File: src/rtl/rv32m_div_controller.sv
// RV32M divide sequencer: decodes DIV/DIVU/REM/REMU, resolves special cases,
// reuses the last divider result and drives the shift-test-restore divider.
module rv32m_div_controller #(
   parameter int N        = 32,
   parameter bit CACHE_EN = 1'b1
) (
   input  logic         CLK,
   input  logic         nRST,
   input  logic         req_valid,
   input  logic [1:0]   op,
   input  logic [N-1:0] rs1,
   input  logic [N-1:0] rs2,
   input  logic         flush,
   output logic         busy,
   output logic         done,
   output logic [N-1:0] result,
   output logic         div_start,
   output logic [N-1:0] div_dividend,
   output logic [N-1:0] div_divisor,
   output logic         div_is_signed,
   input  logic [N-1:0] div_quotient,
   input  logic [N-1:0] div_remainder,
   input  logic         div_finished
);

   localparam logic [1:0] IDLE  = 2'd0;
   localparam logic [1:0] START = 2'd1;
   localparam logic [1:0] WAIT  = 2'd2;
   localparam logic [1:0] DONE  = 2'd3;

   localparam logic [N-1:0] MIN_NEG = {1'b1, {(N-1){1'b0}}};

   logic [1:0]   state;
   logic         sel_rem;
   logic         cache_valid;
   logic [N-1:0] tag_a;
   logic [N-1:0] tag_b;
   logic         tag_s;
   logic [N-1:0] cache_q;
   logic [N-1:0] cache_r;

   logic is_signed;
   logic div_zero;
   logic ovf;
   logic hit;

   always_comb begin
      is_signed = ~op[0];
      div_zero  = (rs2 == '0);
      ovf       = is_signed & (rs1 == MIN_NEG) & (rs2 == '1);
      hit       = CACHE_EN & cache_valid & (rs1 == tag_a)
                & (rs2 == tag_b) & (is_signed == tag_s);
   end

   assign busy      = (req_valid & (state == IDLE) & ~flush)
                    | (state == START) | (state == WAIT);
   assign done      = (state == DONE) & ~flush;
   assign div_start = (state == START) & ~flush;

   always_ff @(posedge CLK or negedge nRST) begin
      if (!nRST) begin
         state         <= IDLE;
         result        <= '0;
         sel_rem       <= 1'b0;
         div_dividend  <= '0;
         div_divisor   <= '0;
         div_is_signed <= 1'b0;
         cache_valid   <= 1'b0;
         tag_a         <= '0;
         tag_b         <= '0;
         tag_s         <= 1'b0;
         cache_q       <= '0;
         cache_r       <= '0;
      end else if (flush) begin
         // abandoned divider runs are never written to the cache
         state <= IDLE;
      end else begin
         case (state)
            IDLE: begin
               if (req_valid) begin
                  if (div_zero) begin
                     result <= op[1] ? rs1 : '1;
                     state  <= DONE;
                  end else if (ovf) begin
                     result <= op[1] ? '0 : rs1;
                     state  <= DONE;
                  end else if (hit) begin
                     result <= op[1] ? cache_r : cache_q;
                     state  <= DONE;
                  end else begin
                     div_dividend  <= rs1;
                     div_divisor   <= rs2;
                     div_is_signed <= is_signed;
                     sel_rem       <= op[1];
                     state         <= START;
                  end
               end
            end
            // div_finished may still be high from the last run here
            START: state <= WAIT;
            WAIT: begin
               if (div_finished) begin
                  result      <= sel_rem ? div_remainder : div_quotient;
                  cache_valid <= CACHE_EN;
                  tag_a       <= div_dividend;
                  tag_b       <= div_divisor;
                  tag_s       <= div_is_signed;
                  cache_q     <= div_quotient;
                  cache_r     <= div_remainder;
                  state       <= DONE;
               end
            end
            default: state <= IDLE;
         endcase
      end
   end

endmodule
File: config.mk
export PLATFORM = sky130hd
export DESIGN_NAME = rv32m_div_controller
export DESIGN_NICKNAME = d
export VERILOG_FILES = /design/src/rtl/rv32m_div_controller.sv
export SDC_FILE = /design/constraint.sdc
export NUM_CORES = 1
export LEC_CHECK = 0
export ABC_AREA = 1
export CORE_ASPECT_RATIO = 0.5
export CORE_UTILIZATION = 45
export CTS_CLUSTER_SIZE = 24
export DETAILED_ROUTE_END_ITERATION = 16
export PLACE_DENSITY = 0.68
export SLEW_MARGIN = 30
export SYNTH_ARGS = -nofsm -noshare
export SYNTH_HDL_FRONTEND = slang
export SYNTH_SLANG_ARGS = --single-unit
File: constraint.sdc
create_clock -name CLK -period 3.45 [get_ports CLK]
set_input_delay 0.8625 -clock CLK [delete_from_list [all_inputs] [get_ports CLK]]
set_output_delay 0.8625 -clock CLK [all_outputs]
set_load 0.01 [all_outputs]
Word level (Yosys, flattened, before mapping)
Index checks and enable logic that the tools add are counted.
{ "totals": {"elab_cells": 65, "reg_bits": 230, "out_inout_bits": 100, "inputBits": 135} }
{ "op_classes": {"mux": 17, "bitwise": 16, "n_eq_ne": 13, "reduce_logical": 7} }
{ "ops": {"columns": ["op", "n"], "rows": [
  ["two-way mux 32 bit", 9],
  ["equality test 32 bit", 2],
  ["equality test 32 bit (second input constant)", 2],
  ["case mux 32 bit (2 select lines)", 1],
  ["logical NOT 32 bit", 1],
  ["two-way mux 2 bit", 6],
  ["AND 1 bit", 9],
  ["inequality test 3 bit (second input constant)", 2],
  ["case mux 2 bit (3 select lines)", 1],
  ["AND reduction 6 bit", 1],
  ["NOT 1 bit", 5],
  ["AND reduction 5 bit", 1],
  ["equality test 2 bit (second input constant)", 2],
  ["inequality test 2 bit (second input constant)", 2],
  ["inequality test 4 bit (second input constant)", 1],
  ["AND reduction 3 bit", 1],
  ["equality test 2 x 1 -> 1 bit (second input constant)", 1],
  ["logical NOT 2 bit", 1],
  ["bitwise OR 1 bit", 2],
  ["AND reduction 2 bit", 1],
  ["nonzero test 2 bit", 1],
  ["equality test 1 bit", 1]
]} }

Depth between registers and ports, before layout
{ "depth": {"ltp_word": 10, "ltp_mapped": 15, "ltp_nobuf": 14} }

Worst setup path before layout
Ideal clock, no wire load.
{ "synth_timing": {"path_type": "flip-flop to output port", "startpoint": "register state[0]", "endpoint": "output port busy", "path_buffers": 2, "path_stages_with_launch": 7, "path_slack_ns": 1.231, "t_arrival_ns": 1.357, "t_required_ns": 2.588, "path_cell_list": "dfrtp_1 -> inv_1 -> ha_1 -> clkbuf_1 -> inv_2 -> clkbuf_1 -> nand3_1"} }
{ "synth_between": {"elab_chain_len": 5, "word_cells_on_any_way": 7, "classes_between": "eq/ne: 2; bitwise: 4; reduce/logical: 1"} }
{ "synth_rtl": {"columns": ["element", "line", "source"], "rows": [
  ["start, declared", "33", "logic [1:0] state;"],
  ["start signal, assigned", "62", "state <= IDLE;"],
  ["start signal, assigned", "76", "state <= IDLE;"],
  ["start signal, assigned", "83", "state <= DONE;"],
  ["logical NOT 2 bit", "55", "assign busy = (req_valid & (state == IDLE) & ~flush)"],
  ["AND 1 bit (2 in series)", "55", null],
  ["bitwise OR 1 bit", "56", "| (state == START) | (state == WAIT);"],
  ["bitwise OR 1 bit *", "56", null],
  ["end, declared", "14", "output logic busy,"]
]} }
Every way passes the cells marked *; elsewhere a longest branch is shown, timed or not.

Worst setup path in the final report
{ "layout_timing": {"startpoint": "input port flush", "endpoint": "output port busy"} }
{ "layout_between": {"elab_chain_len": 4} }
{ "layout_rtl": {"columns": ["element", "line", "source"], "rows": [
  ["start, declared", "13", "input logic flush,"],
  ["NOT 1 bit (no line)", null, null],
  ["AND 1 bit", "55", null],
  ["bitwise OR 1 bit (2 in series)", "56", null]
]} }
Every way passes these cells.

==> reports/results.tsv <==
stage	metric	value	unit
timing	worst-margin pin slew	735	ps
logic_synthesis	top-area cell type share of the netlist area	0.481	
cts	H-tree depth	1	
setup_path	Worst Path Required	2590	ps
placement	IO buf count	234	
drt	Vias/cell	5.14	
logic_synthesis	post-synthesis sequential area ratio	0.481	
pwr	PwrDens	821	mW/mm2
logic_synthesis	Seq cells post-synth	230	
placement	hpwl dp	26900	um
placement	RePlAce Congestion	0.883	
drt	final wirelength	37700	um
timing	Layout Skew	26.0	ps
timing	fmax	0.321	GHz
floorplanning	# IOs	235	
setup_path	Crit Path Class	primary input to primary output	
timing	TNS Setup	0	ps
floorplanning	Initial Utilization	0.467	
setup_path	Setup crit start kind	primary input	
floorplanning	die area	0.0273	mm2
finish	Core Util, Final	0.605	
cts	CTS Sinks	230	
finish	Layout area overhead	29.6	%
timing	count of final setup violators	0	
global_routing	first-pass GRT wire length	59300	um
placement	Place WS	238	ps
logic_synthesis	Synth area leaders	dfrtp_1 (48%), nand2_1 (19%), o21ai_0 (6.7%)	
drt	DR DRC count	0	
global_routing	Total GRT Usage	0.277	
setup_path	CP Max Fanout	4	
drt	Post-DRT Antenna Nets	0	
cts	CTS tree	built	
cts	insertion delay to the later sink of the worst-skew pair	540	ps
drt	DR WL/cell	17.1	um
logic_synthesis	largest area contributor in the netlist	dfrtp_1	
timing	Pins Over Slew Limit	0	
logic_synthesis	library cells used by synthesis	30	
finish	diode count	0	
min_path	hold crit path type	primary input to async pin	
setup_path	data arrival time of the worst path	2250	ps
floorplanning	Die H	117	um
setup_path	CP Capture Type	primary output	
floorplanning	row count	41	
logic_synthesis	most common flop cell mapped by yosys	dfrtp_1	
floorplanning	core area	0.0256	mm2
cts	post-CTS resize count	0	
timing	final hold violations	0	
floorplanning	die width	233	um
logic_synthesis	Mean Syn Cell Area	7.28	um2
pwr	VDD IR max	0.000353	V
cts	Root Driver	clkbuf_16	
logic_synthesis	Synth warnings	0	
timing	worst setup margin	338	ps
timing	period utilization	0.902	
logic_synthesis	Cells after Synth	1644	
logic_synthesis	Mapped Area	0.0120	mm2
cts	post-CTS repair timing setup buffer count	0	
global_routing	initial antenna violation count	0	
drt	routed vias	11300	
timing	Rel. slew slack	0.510	
cts	CTS max path bufs	3	
global_routing	global route overflow	0	
pwr	leakage power	7.79	nW
global_routing	largest net degree at the start of global routing	87	
global_routing	vias in the first global route	10900	
finish	Total Nets Final	1986	
finish	most frequent cells in the layout	nand2_1 (613), clkdlybuf4s50_1 (233), dfrtp_1 (229), inv_1 (186), o21ai_0 (160)	
timing	RSZ-0062 raised after global routing	false	
outcome	status	completed	
flow_run	max-cap violations	0	
finish	share of cells above drive strength 1	0.0698	
logic_synthesis	FFs w/ async S/R, synth	1.00	
drt	Iter 0 DRT Violations	1213	
cts	clock-pin transition on the worst setup and hold timing paths	60	ps
logic_synthesis	Post-synth EDFFs	0	
cts	CTS Hold Bufs	0	
logic_synthesis	syn nets	1784	
finish	commonest non-fill, non-tap cell in the layout	nand2_1	
timing	minimum clock period	3110	ps
drt	DR pass1 iterations	5	
cts	total CTS buffers	23	
[cells by family (layout without fill, tap and decap cells)]
logic type                 Yosys count  count (layout)  share of synthesized area
and+or+nand+nor                    791             791                      0.257
AOI/OAI and AO/OA                  307             307                      0.139
buffers and inverters              286             504                     0.0976
DFF                                230             230                      0.481
muxes                               14              14                     0.0132
xor gates and xnor gates            11              11                    0.00805
adders and majority gates            5               5                    0.00522
[stage by stage]
stage	hold WS (ps)	total power [mW]	instance area, um2	std cells
6_report	314	12.7	15500	2206
5_1_grt	382	13.6	15500	2206
3_3_place_gp	449	9.80	14700	2165
2_1_floorplan	435	7.55	12000	1644
4_1_cts	377	12.8	15500	2206
3_5_place_dp	455	9.96	14700	2165
[final cells by class]
cell class,instances,area (um2)
Tap cell,344,430
Clock inverter,12,195
Clock buffer,29,628
Inverter,203,762
Sequential cell,230,5760
Timing Repair Buffer,260,2670
Fill cell,2363,10100
Multi-Input combinational cell,1128,5070
[synthesized netlist by cell type (9+ instances only)]
cell type	number
o21ai_2	26
inv_1	186
nand2_1	613
a21oi_1	64
nor2_1	115
dfrtp_1	230
clkbuf_1	52
nand3_1	46
o21ai_1	49
o21ai_0	160
buf_6	10
mux2_2	14
buf_2	15
nand4_1	9
inv_2	16
xnor2_1	11
[state kept, by name (all words and copies together), names as in the netlist]
register       count
cache_q           32
cache_r           32
div_dividend      32
div_divisor       32
result            32
tag_a             32
tag_b             32
state              2
cache_valid        1
div_is_signed      1
sel_rem            1
tag_s              1
[path summary, 6_finish.rpt]
kind | end | start | cells after the start | slack [ps]
min in group CLK | result[23] | result[23] | 2 | 470
min reg2reg | result[23] | result[23] | 2 | 470
min | result[25] | nRST | 1 | 310
max in group asynchronous | cache_q[6] | nRST | 2 | 2230
max | busy | flush | 5 | 340
max reg2reg | result[29] | state[0] | 11 | 840
[worst max-delay path, stage by stage]
cell and delay (ps):
clkdlybuf4s50_1 420, inv_1 170, nand3_1 160, nand3_1 100, clkdlybuf4s50_1 540
[power by group]
part	switching [mW]	total (mW)	leakage, nW	internal [mW]
clock network	1.11	2.78	0.404	1.67
registers	0.940	4.87	2.93	3.94
logic	2.77	5.08	4.46	2.31
total	4.82	12.7	7.79	7.92
[routing by layer]
layer  vias up  routed length [um]  GRT usage
met5         -                   0          0
met4         0                 854     0.0621
met3        68                2640     0.0387
met2       403               17400      0.442
met1      5361               16800      0.399
li1       5500                   -          -
(Power assumes the default switching activity.)
